**config.mk**
```make
export PLATFORM = sky130hd
export DESIGN_NAME = instr_encoder
export DESIGN_NICKNAME = d
export VERILOG_FILES = /design/src/rtl/instr_encoder.sv
export SDC_FILE = /design/constraint.sdc
export NUM_CORES = 1
export LEC_CHECK = 0
export ABC_AREA = 1
export CAP_MARGIN = 20
export CELL_PAD_IN_SITES_DETAIL_PLACEMENT = 0
export CELL_PAD_IN_SITES_GLOBAL_PLACEMENT = 1
export CORE_ASPECT_RATIO = 0.5
export CORE_UTILIZATION = 45
export CTS_CLUSTER_DIAMETER = 30
export DETAILED_ROUTE_END_ITERATION = 16
export PLACE_DENSITY_LB_ADDON = 0.1
export SLEW_MARGIN = 10
export SYNTH_ARGS = -nofsm -noshare
export SYNTH_HDL_FRONTEND = slang
export SYNTH_SLANG_ARGS = --single-unit
```
**constraint.sdc**
```tcl
create_clock -name clk -period 11.68 [get_ports clk]
set_input_delay 2.336 -clock clk [delete_from_list [all_inputs] [get_ports clk]]
set_output_delay 2.336 -clock clk [all_outputs]
set_load 0.05 [all_outputs]
```
**src/rtl/instr_encoder.sv**
```systemverilog
// LEGv8 instruction encoder: one input register stage (S1), encode/range-check on S1,
// then a small output FIFO tagging each word with its instruction-memory address.
module instr_encoder #(
  parameter int unsigned FIFO_DEPTH = 4,
  parameter logic [63:0] BASE_ADDR  = 64'h0
) (
  input  logic        clk,
  input  logic        reset,
  input  logic        in_valid,
  output logic        in_ready,
  input  logic [3:0]  in_op,
  input  logic [4:0]  in_rd,
  input  logic [4:0]  in_rn,
  input  logic [63:0] in_imm,
  output logic        out_valid,
  input  logic        out_ready,
  output logic [31:0] out_instr,
  output logic [63:0] out_addr,
  output logic        out_err,
  output logic [15:0] err_count
);

  localparam int unsigned PW = (FIFO_DEPTH > 1) ? $clog2(FIFO_DEPTH) : 1;
  localparam int unsigned CW = $clog2(FIFO_DEPTH + 1);

  localparam logic [3:0] OP_ADDI = 4'd0;
  localparam logic [3:0] OP_ANDI = 4'd1;
  localparam logic [3:0] OP_EORI = 4'd2;
  localparam logic [3:0] OP_ORRI = 4'd3;
  localparam logic [3:0] OP_SUBI = 4'd4;
  localparam logic [3:0] OP_LDUR = 4'd5;
  localparam logic [3:0] OP_STUR = 4'd6;
  localparam logic [3:0] OP_CBZ  = 4'd7;
  localparam logic [3:0] OP_B    = 4'd8;

  logic          s1_valid;
  logic [3:0]    s1_op;
  logic [4:0]    s1_rd;
  logic [4:0]    s1_rn;
  logic [63:0]   s1_imm;

  logic [31:0]   enc_instr;
  logic          enc_ok;

  logic [31:0]   mem_instr [FIFO_DEPTH];
  logic [63:0]   mem_addr  [FIFO_DEPTH];
  logic          mem_err   [FIFO_DEPTH];
  logic [PW-1:0] wr_ptr;
  logic [PW-1:0] rd_ptr;
  logic [CW-1:0] fifo_count;
  logic [63:0]   addr_cnt;

  logic          accept;
  logic          push;
  logic          pop;

  // Legal when every bit above the field's sign bit matches that sign bit.
  function automatic logic fits(input logic [63:0] imm, input int unsigned sign_bit);
    logic [63:0] hi;
    hi = $signed(imm) >>> sign_bit;
    return (hi == '0) || (hi == '1);
  endfunction

  always_comb begin
    enc_instr = '0;
    enc_ok    = 1'b0;
    case (s1_op)
      OP_ADDI: begin enc_instr = {10'b1001000100, s1_imm[11:0], s1_rn, s1_rd}; enc_ok = fits(s1_imm, 11); end
      OP_ANDI: begin enc_instr = {10'b1001001000, s1_imm[11:0], s1_rn, s1_rd}; enc_ok = fits(s1_imm, 11); end
      OP_EORI: begin enc_instr = {10'b1101001000, s1_imm[11:0], s1_rn, s1_rd}; enc_ok = fits(s1_imm, 11); end
      OP_ORRI: begin enc_instr = {10'b1011001000, s1_imm[11:0], s1_rn, s1_rd}; enc_ok = fits(s1_imm, 11); end
      OP_SUBI: begin enc_instr = {10'b1101000100, s1_imm[11:0], s1_rn, s1_rd}; enc_ok = fits(s1_imm, 11); end
      OP_LDUR: begin enc_instr = {11'b11111000010, s1_imm[8:0], 2'b00, s1_rn, s1_rd}; enc_ok = fits(s1_imm, 8); end
      OP_STUR: begin enc_instr = {11'b11111000000, s1_imm[8:0], 2'b00, s1_rn, s1_rd}; enc_ok = fits(s1_imm, 8); end
      OP_CBZ:  begin enc_instr = {8'b10110100, s1_imm[18:0], s1_rd}; enc_ok = fits(s1_imm, 18); end
      OP_B:    begin enc_instr = {6'b000101, s1_imm[25:0]}; enc_ok = fits(s1_imm, 25); end
      default: begin enc_instr = '0; enc_ok = 1'b0; end
    endcase
    if (!enc_ok) enc_instr = '0;
  end

  // S1 reserves a FIFO slot, so a registered S1 can always push on the next edge.
  assign in_ready  = (32'(fifo_count) + 32'(s1_valid)) < 32'(FIFO_DEPTH);
  assign accept    = in_valid && in_ready;
  assign push      = s1_valid;
  assign out_valid = (fifo_count != '0);
  assign pop       = out_valid && out_ready;

  assign out_instr = mem_instr[rd_ptr];
  assign out_addr  = mem_addr[rd_ptr];
  assign out_err   = mem_err[rd_ptr];

  always_ff @(posedge clk) begin
    if (reset) begin
      s1_valid   <= 1'b0;
      wr_ptr     <= '0;
      rd_ptr     <= '0;
      fifo_count <= '0;
      addr_cnt   <= BASE_ADDR;
      err_count  <= '0;
      for (int unsigned i = 0; i < FIFO_DEPTH; i++) begin
        mem_instr[PW'(i)] <= '0;
        mem_addr[PW'(i)]  <= BASE_ADDR;
        mem_err[PW'(i)]   <= 1'b0;
      end
    end else begin
      s1_valid <= accept;
      if (accept) begin
        s1_op  <= in_op;
        s1_rd  <= in_rd;
        s1_rn  <= in_rn;
        s1_imm <= in_imm;
      end

      if (push) begin
        mem_instr[wr_ptr] <= enc_instr;
        mem_addr[wr_ptr]  <= addr_cnt;
        mem_err[wr_ptr]   <= !enc_ok;
        wr_ptr <= (wr_ptr == PW'(FIFO_DEPTH - 1)) ? '0 : wr_ptr + 1'b1;
        if (enc_ok) begin
          addr_cnt <= addr_cnt + 64'd4;
        end else if (err_count != '1) begin
          err_count <= err_count + 16'd1;
        end
      end

      if (pop) begin
        rd_ptr <= (rd_ptr == PW'(FIFO_DEPTH - 1)) ? '0 : rd_ptr + 1'b1;
      end

      fifo_count <= fifo_count + CW'(push) - CW'(pop);
    end
  end

endmodule

```
==> impl_metrics.json, run 1 <==
{
  "dp_cells": 3577,
  "fin_skew_ns": 0.0226,
  "synthCells": 2746,
  "cts_tree": "built",
  "crit_path_end_kind": "primary output",
  "min_path_type": "flip-flop to flip-flop",
  "final_util_pct": 55.2,
  "pwr-share-clk_pct": 37.7,
  "placed_cell_area_um2": 27900,
  "ctsHoldBuffers": 0,
  "synth_top_area_share_pct": 54.1,
  "p_sw_share_pct": 35.0,
  "grt_util_met1_pct": 33.4,
  "cts_buffer_depth": 3,
  "fin_area_um2": 30700,
  "die-area_um2": 57500,
  "timing.final.hold_violations": 0,
  "dieWidth_um": 338,
  "setup_violations": 0,
  "nFillCells": 5072,
  "viasPerCell": 5.28,
  "postRouteAntennaNets": 0,
  "drc_errors": 0,
  "clk_latency_ns": 0.62,
  "p_leak_nw": 10.7,
  "grt_max_degree": 96,
  "initial_utilization_pct": 45.7,
  "combinationalPowerShare_pct": 27.4,
  "place_congestion": 0.925,
  "clkTransAtPathRegs_ns": 0.06,
  "io_buffers": 194,
  "min_to": "addr_cnt[43]",
  "peakVddDrop_uv": 140,
  "critPathKind": "flip-flop to primary output",
  "fin_tns_setup_ns": 0,
  "whs_ns": 0.464,
  "core_area_um2": 55600,
  "grt_pass1_vias": 19338,
  "antenna_cells": 0,
  "root_buffer": "clkbuf_16",
  "r2r_cells": 12,
  "synth-edff-count": 458,
  "pwr-share-seq_pct": 34.9,
  "ys_types": 43,
  "maxSlewViolCount": 0,
  "layout_min_cycle_time_ns": 6.89,
  "worstHoldStart": "addr_cnt[43]",
  "path_max_fanout": 82,
  "grt_use_met3_pct": 4.26,
  "setup_ws_ns": 4.79,
  "worstMarginPinSlew_ns": 1.08,
  "final_nets": 2996,
  "grt_remaining_overflow": 0,
  "cts_setup_buffers": 0,
  "area_delta_synth_final_pct": 20.9,
  "critPathArrivalTime_ns": 4.56,
  "vias": 19710,
  "clock_sinks": 546,
  "ios": 197,
  "syn_area_per_cell_um2": 9.26,
  "grt_pass1_wl_um": 108000,
  "synth_top_cell_by_area": "edfxtp_1",
  "drive_gt1_share_pct": 6.89,
  "internal_power_mw": 4.34,
  "synth_seq_cells": 546,
  "drt_iter0_drc": 1687,
  "htreeDepth": 3,
  "rows": 61,
  "powerDensity_nw_per_um2": 217,
  "synthTopCellsByArea": "edfxtp_1, nor2_1, dfxtp_1",
  "power_mw": 6.68,
  "p_sw_mw": 2.34,
  "first_pass_iters": 8,
  "ys_warn_count": 0,
  "met2_usage_pct": 39.1,
  "synth_common_cells": "nor2_1, edfxtp_1, nand2_1, inv_1, o21ai_0",
  "synth.cell_area_um2": 25400,
  "antenna_found_initial": 0,
  "rr_endpoint": "mem_instr[0][18]",
  "final_cells": 3731,
  "async_reset_ff_share_pct": 0,
  "wl_per_cell_um": 18.4,
  "drt_wl_total_um": 68600,
  "fmax_mhz": 145,
  "maxCapViolations": 0,
  "dp_slack_ns": 4.90,
  "yosysMostFrequentCell": "nor2_1",
  "r2r_slack_ns": 7.11,
  "status": "finished, final reports clean",
  "synth_ff_type": "edfxtp_1",
  "yosysSeqAreaShare_pct": 61.0,
  "rsz0062_at_grt": "false",
  "die_h_um": 170,
  "cts_resized": 0,
  "cts_made_buffers": 82,
  "whs_path_depth": 2,
  "globalRouteTotalUtil_pct": 24.0,
  "grt.busiest_layer": "met2",
  "crit_path_start_kind": "flip-flop",
  "cp.required_ns": 9.34,
  "r2r_start": "push",
  "dp_hpwl_um": 42600,
  "maxSlewHeadroom_pct": 27.9,
  "timing.final.crit_share_pct": 59.0
}
power groups by stage:
stage / Combinational (mW) / Clock (mW) / Sequential [mW]
after floorplan: 1.24 / 0 / 2.35
after global placement: 1.82 / 0 / 2.38
after detailed placement: 1.83 / 0 / 2.38
after CTS: 1.84 / 2.55 / 2.34
after global routing: 1.95 / 2.65 / 2.35
final: 1.83 / 2.52 / 2.33
sequential cells by signal, summed over array words and instances (netlist names), 3 cells and up, named ones only:
signal and cells:
mem_addr 248, mem_err 4, s1_imm 64, s1_rd 5, s1_rn 5, fifo_count 3
s1_op 4, addr_cnt 62, mem_instr 128, err_count 16
cell usage in the layout, fill, tap and decap left out, types with 12 or more instances in the layout:
master | synthesis | routed
nand4_1 | 38 | 38
clkdlybuf4s50_1 | 0 | 193
clkbuf_16 | 0 | 85
nor3_1 | 40 | 39
inv_2 | 10 | 12
a21oi_1 | 69 | 69
edfxtp_1 | 458 | 458
buf_4 | 8 | 19
nor2_1 | 787 | 786
o21ai_0 | 200 | 200
nand3_1 | 126 | 126
dfxtp_1 | 88 | 85
o22ai_1 | 115 | 115
xor2_1 | 53 | 53
nand2_1 | 356 | 353
inv_6 | 0 | 17
inv_1 | 207 | 205
worst max path at each step:
stage | start | endpoint | slack [ns] | cells past startpoint
CTS | flip-flop | out_instr[18] | 4.80 | 6
detailed placement | reset | mem_addr[2][31] | 4.90 | 12
floorplan | reset | mem_addr[3][10] | 2.01 | 4
global placement | reset | mem_instr[0][16] | 4.92 | 12
finish | flip-flop | out_instr[17] | 4.79 | 6
global route | flip-flop | out_instr[10] | 4.58 | 6
area by class of cell:
| class | instances | area (µm²) | area share (%) |
|---|---|---|---|
| clock buffers | 91 | 2160 | 7.03 |
| flip-flops and latches | 546 | 15500 | 50.5 |
| multi-input cells | 1840 | 8450 | 27.5 |
| clock inverters | 62 | 682 | 2.22 |
| well taps | 756 | 946 | 3.08 |
| inverters | 221 | 832 | 2.71 |
| repair buffers | 215 | 2130 | 6.95 |
worst max-delay path, cell delays in order, from the launching register on:
cell and delay [ns]:
dfxtp_4 0.54, inv_4 0.48, buf_4 0.62, buf_4 0.79, o21ai_0 0.16, o22ai_1 0.37, clkdlybuf4s50_1 0.89
routing by layer:
metal | wire length, µm | up-vias
li1 | - | 9598
met1 | 31900 | 9531
met2 | 32100 | 488
met3 | 3520 | 93
met4 | 1120 | 0
met5 | 0 | -
kinds of logic (layout without fill, tap and decap cells):
kind of cell | Yosys count | after routing | synth area share, %
simple gates | 1375 | 1375 | 22.0
flops | 546 | 546 | 61.0
compound gates | 400 | 400 | 8.67
buf+inv | 361 | 589 | 5.92
xor+xnor | 55 | 55 | 1.89
fa+ha+maj | 8 | 8 | 0.423
other cells | 1 | 2 | 0.0148
Power figures use the tool's default switching activity.
==> run 2: changes to the inputs <==
==> constraint.sdc (replaced) <==
create_clock -name clk -period 7.1 [get_ports clk]
set_input_delay 1.42 -clock clk [delete_from_list [all_inputs] [get_ports clk]]
set_output_delay 1.42 -clock clk [all_outputs]
set_load 0.05 [all_outputs]
==> run 2 against run 1 <==
Compared with the run above: clock-buffer cell count rose by 9; largest power group unchanged; die area did not move; routed wire length rose by 2.3%.
==> impl_metrics.json, run 2 (same netlist as run 1, synthesis figures left out) <==
{
  "area_delta_synth_final_pct": 21.1,
  "nFillCells": 5003,
  "r2r_start": "s1_op[3]",
  "antenna_found_initial": 0,
  "place_congestion": 0.939,
  "clk_latency_ns": 0.63,
  "grt_remaining_overflow": 0,
  "crit_path_start_kind": "flip-flop",
  "worstMarginPinSlew_ns": 1.00,
  "drive_gt1_share_pct": 7.11,
  "top_register": "mem_addr",
  "ctsHoldBuffers": 0,
  "min_path_type": "flip-flop to flip-flop",
  "p_sw_mw": 3.92,
  "setup_violations": 0,
  "ios": 197,
  "core_area_um2": 55600,
  "dp_hpwl_um": 44000,
  "io_buffers": 194,
  "maxSlewViolCount": 0,
  "critPathArrivalTime_ns": 3.62,
  "dieWidth_um": 338,
  "fin_skew_ns": 0.0322,
  "clkTransAtPathRegs_ns": 0.06,
  "slowest_delay_ns": 0.84,
  "drt_wl_total_um": 70200,
  "globalRouteTotalUtil_pct": 24.6,
  "maxCapViolations": 0,
  "vias": 19858,
  "cts_made_buffers": 85,
  "cts_resized": 0,
  "die_h_um": 170,
  "largest_register_ffs": 248,
  "root_buffer": "clkbuf_16",
  "timing.final.crit_share_pct": 71.0,
  "final_nets": 3002,
  "viasPerCell": 5.31,
  "slowest_stage": "clkdlybuf4s50_1",
  "seq_area_um2": 15500,
  "drc_errors": 0,
  "status": "finished, final reports clean",
  "htreeDepth": 3,
  "grt_max_degree": 83,
  "path_max_fanout": 74,
  "worst-path-buf-inv": 3,
  "grt_pass1_vias": 19726,
  "first_pass_iters": 7,
  "multi_input_area_um2": 8450,
  "antenna_cells": 0,
  "wl_per_cell_um": 18.8,
  "cp.required_ns": 5.68,
  "clock_sinks": 546,
  "timing.final.hold_violations": 0,
  "dp_cells": 3581,
  "pwr-share-clk_pct": 37.6,
  "fmax_mhz": 198,
  "final_common_cell": "nor2_1",
  "crit_chain": "inv_4, buf_4, o21ai_0, o22ai_1, clkdlybuf4s50_1",
  "die-area_um2": 57500,
  "final_cell_mix": "nor2_1, edfxtp_1, nand2_1",
  "maxSlewHeadroom_pct": 33.2,
  "pwr-share-seq_pct": 35.0,
  "cp_top_family": "buffers and inverters",
  "critPathKind": "flip-flop to primary output",
  "final_cells": 3737,
  "peakVddDrop_uv": 200,
  "drt_iter0_drc": 1761,
  "worstHoldStart": "addr_cnt[43]",
  "fin_tns_setup_ns": 0,
  "powerDensity_nw_per_um2": 358,
  "rsz0062_at_grt": "false",
  "layout_min_cycle_time_ns": 5.04,
  "p_leak_nw": 10.8,
  "postRouteAntennaNets": 0,
  "initial_utilization_pct": 45.7,
  "rows": 61,
  "cts_tree": "built",
  "reg_top3": "mem_addr: 248 flops, mem_instr: 128 flops, s1_imm: 64 flops",
  "cts_buffer_depth": 3,
  "crit_path_end_kind": "primary output",
  "grt_pass1_wl_um": 111000,
  "p_sw_share_pct": 35.6,
  "cts_setup_buffers": 0,
  "internal_power_mw": 7.09,
  "combinationalPowerShare_pct": 27.4
}
==> run 2: final timing paths <==
kind                 endpoint  slack (ns)  cells past startpoint
min reg2reg      addr_cnt[43]        0.47                      2
min              addr_cnt[43]        0.47                      2
max              out_addr[51]        2.06                      5
max reg2reg  mem_instr[3][12]        3.43                      8
==> run 2: worst min-delay path, stage by stage (launching register included) <==
cell and delay [ns]:
dfxtp_1 0.31, nand2_1 0.06, a21oi_1 0.05
==> run 2: area by class of cell <==
cell class / instances / area share, %
multi-input cells: 1840 / 27.5
repair buffers: 218 / 7.00
clock inverters: 56 / 2.04
inverters: 221 / 2.70
well taps: 756 / 3.07
flip-flops and latches: 546 / 50.4
clock buffers: 100 / 7.29
==> run 2: power groups by stage <==
stage	clock [mW]	sequential [mW]	combinational, mW
finish	4.14	3.86	3.02
global route	4.34	3.88	3.21
CTS	4.21	3.86	3.05
detailed placement	0	3.92	3.04
global placement	0	3.92	3.04
floorplan	0	3.86	2.04
==> run 2: per-stage QoR <==
| stage | setup WS, ns | area [µm²] | power [mW] | hold slack, ns | utilization (%) |
|---|---|---|---|---|---|
| after global placement | 2.62 | 27900 | 6.95 | 0.452 | 50.2 |
| after global routing | 1.78 | 30800 | 11.4 | 0.487 | 55.3 |
| after floorplan | 1.26 | 25400 | 5.90 | 0.444 | - |
| after detailed placement | 2.61 | 27900 | 6.97 | 0.461 | 50.2 |
| after CTS | 1.97 | 30800 | 11.1 | 0.468 | 55.3 |
| final | 2.06 | 30800 | 11.0 | 0.468 | 55.3 |
==> run 2: metal layers <==
layer	GRT usage, %	vias up	part of all wire [%]
li1	-	9609	-
met1	33.7	9591	45
met2	39.7	537	47
met3	5.03	121	5.8
met4	6.96	0	2.1
met5	0	-	0
==> run 3: changes to the inputs <==
==> constraint.sdc (replaced) <==
create_clock -name clk -period 4.8 [get_ports clk]
set_input_delay 0.96 -clock clk [delete_from_list [all_inputs] [get_ports clk]]
set_output_delay 0.96 -clock clk [all_outputs]
set_load 0.05 [all_outputs]
==> run 3 against run 2 <==
Compared with the run above: clock power is 44% higher; sequential cell count stayed put; clock skew is 0.0033 ns lower; register-to-register slack worse by 2.2 ns; critical endpoint is now out_addr[37].
==> impl_metrics.json, run 3 (same netlist as run 1, synthesis figures left out) <==
{
  "status": "finished, final reports clean",
  "crit_chain": "buf_4, o21ai_0, o22ai_1, clkdlybuf4s50_1",
  "core_area_um2": 55600,
  "setup_violations": 0,
  "place_congestion": 0.933,
  "grt_pass1_wl_um": 108000,
  "area_delta_synth_final_pct": 21.6,
  "final_cells": 3748,
  "cts_setup_buffers": 0,
  "layout_min_cycle_time_ns": 4.31,
  "min_path_type": "flip-flop to flip-flop",
  "top_register": "mem_addr",
  "crit_path_end_kind": "primary output",
  "fin_tns_setup_ns": 0,
  "slowest_stage": "dfxtp_4",
  "ctsHoldBuffers": 0,
  "grt_remaining_overflow": 0,
  "grt_max_degree": 123,
  "htreeDepth": 3,
  "peakVddDrop_uv": 295,
  "die_h_um": 170,
  "dieWidth_um": 338,
  "slowest_delay_ns": 1.01,
  "p_leak_nw": 10.8,
  "cp.required_ns": 3.84,
  "ios": 197,
  "reg_top3": "mem_addr: 248 flops, mem_instr: 128 flops, s1_imm: 64 flops",
  "antenna_found_initial": 1,
  "largest_register_ffs": 248,
  "worstHoldStart": "addr_cnt[33]",
  "wl_per_cell_um": 18.6,
  "grt_pass1_vias": 19427,
  "root_buffer": "clkbuf_16",
  "cts_tree": "built",
  "maxCapViolations": 0,
  "worstMarginPinSlew_ns": 1.19,
  "path_max_fanout": 94,
  "die-area_um2": 57500,
  "cts_resized": 0,
  "cts_buffer_depth": 3,
  "io_buffers": 194,
  "postRouteAntennaNets": 0,
  "cts_made_buffers": 81,
  "drc_errors": 0,
  "timing.final.hold_violations": 0,
  "clk_latency_ns": 0.61,
  "rows": 61,
  "rsz0062_at_grt": "false",
  "drt_wl_total_um": 69600,
  "maxSlewHeadroom_pct": 20.5,
  "vias": 19824,
  "final_cell_mix": "nor2_1, edfxtp_1, nand2_1",
  "globalRouteTotalUtil_pct": 24.2,
  "powerDensity_nw_per_um2": 524,
  "maxSlewViolCount": 0,
  "fmax_mhz": 232,
  "r2r_start": "s1_op[3]",
  "drt_iter0_drc": 1572,
  "final_nets": 3015,
  "first_pass_iters": 7,
  "initial_utilization_pct": 45.7,
  "fin_skew_ns": 0.0289,
  "antenna_cells": 0,
  "critPathKind": "flip-flop to primary output",
  "clock_sinks": 546,
  "critPathArrivalTime_ns": 3.35,
  "crit_path_start_kind": "flip-flop",
  "final_common_cell": "nor2_1",
  "viasPerCell": 5.29,
  "timing.final.crit_share_pct": 89.7,
  "drive_gt1_share_pct": 7.49,
  "dp_cells": 3598,
  "dp_hpwl_um": 43700,
  "clkTransAtPathRegs_ns": 0.07
}
run 3: power by group:
group | switching (mW) | total, mW | internal [mW]
Sequential | 0.262 | 5.74 | 5.47
Combinational | 3.13 | 4.48 | 1.34
Clock | 2.31 | 5.97 | 3.66
Total | 5.71 | 16.2 | 10.5
run 3: stage by stage:
step	cell area [µm²]	setup WS [ns]	util [%]	hold WS, ns	total power, mW
global placement	28100	1.16	50.5	0.453	10.3
global route	30900	0.314	55.5	0.488	16.8
finish	30900	0.494	55.5	0.466	16.2
floorplan	25400	0.197	-	0.444	8.71
CTS	30900	0.423	55.5	0.466	16.3
detailed placement	28100	1.14	50.5	0.457	10.3
run 3: area by class of cell:
class | count | area [µm²]
Clock buffer | 90 | 2120
Tap cell | 756 | 946
Clock inverter | 60 | 657
Timing Repair Buffer | 235 | 2370
Fill cell | 4936 | 24700
Sequential cell | 546 | 15500
Multi-Input combinational cell | 1840 | 8450
Inverter | 221 | 832
run 3: layer usage:
metal / GRT usage, % / share of wire, % / vias up
met5: 0 / 0.019 / -
met4: 7.43 / 2.3 / 2
met3: 4.46 / 5.1 / 111
met2: 39.5 / 47 / 523
met1: 32.8 / 45 / 9562
li1: - / - / 9626
run 3: worst paths after layout:
path / endpoint / slack (ns) / depth (start not counted)
worst max-delay path: out_addr[37] / 0.49 / 4
worst max register to register: mem_instr[0][24] / 1.24 / 10
worst min register to register: addr_cnt[33] / 0.47 / 2
worst min-delay path: addr_cnt[33] / 0.47 / 2
run 3: critical path, delay by kind of cell, from the launching register on:
family / cells / cell delay [ns]
compound gates: 2 / 0.39
buf+inv: 2 / 1.25
flops: 1 / 1.01
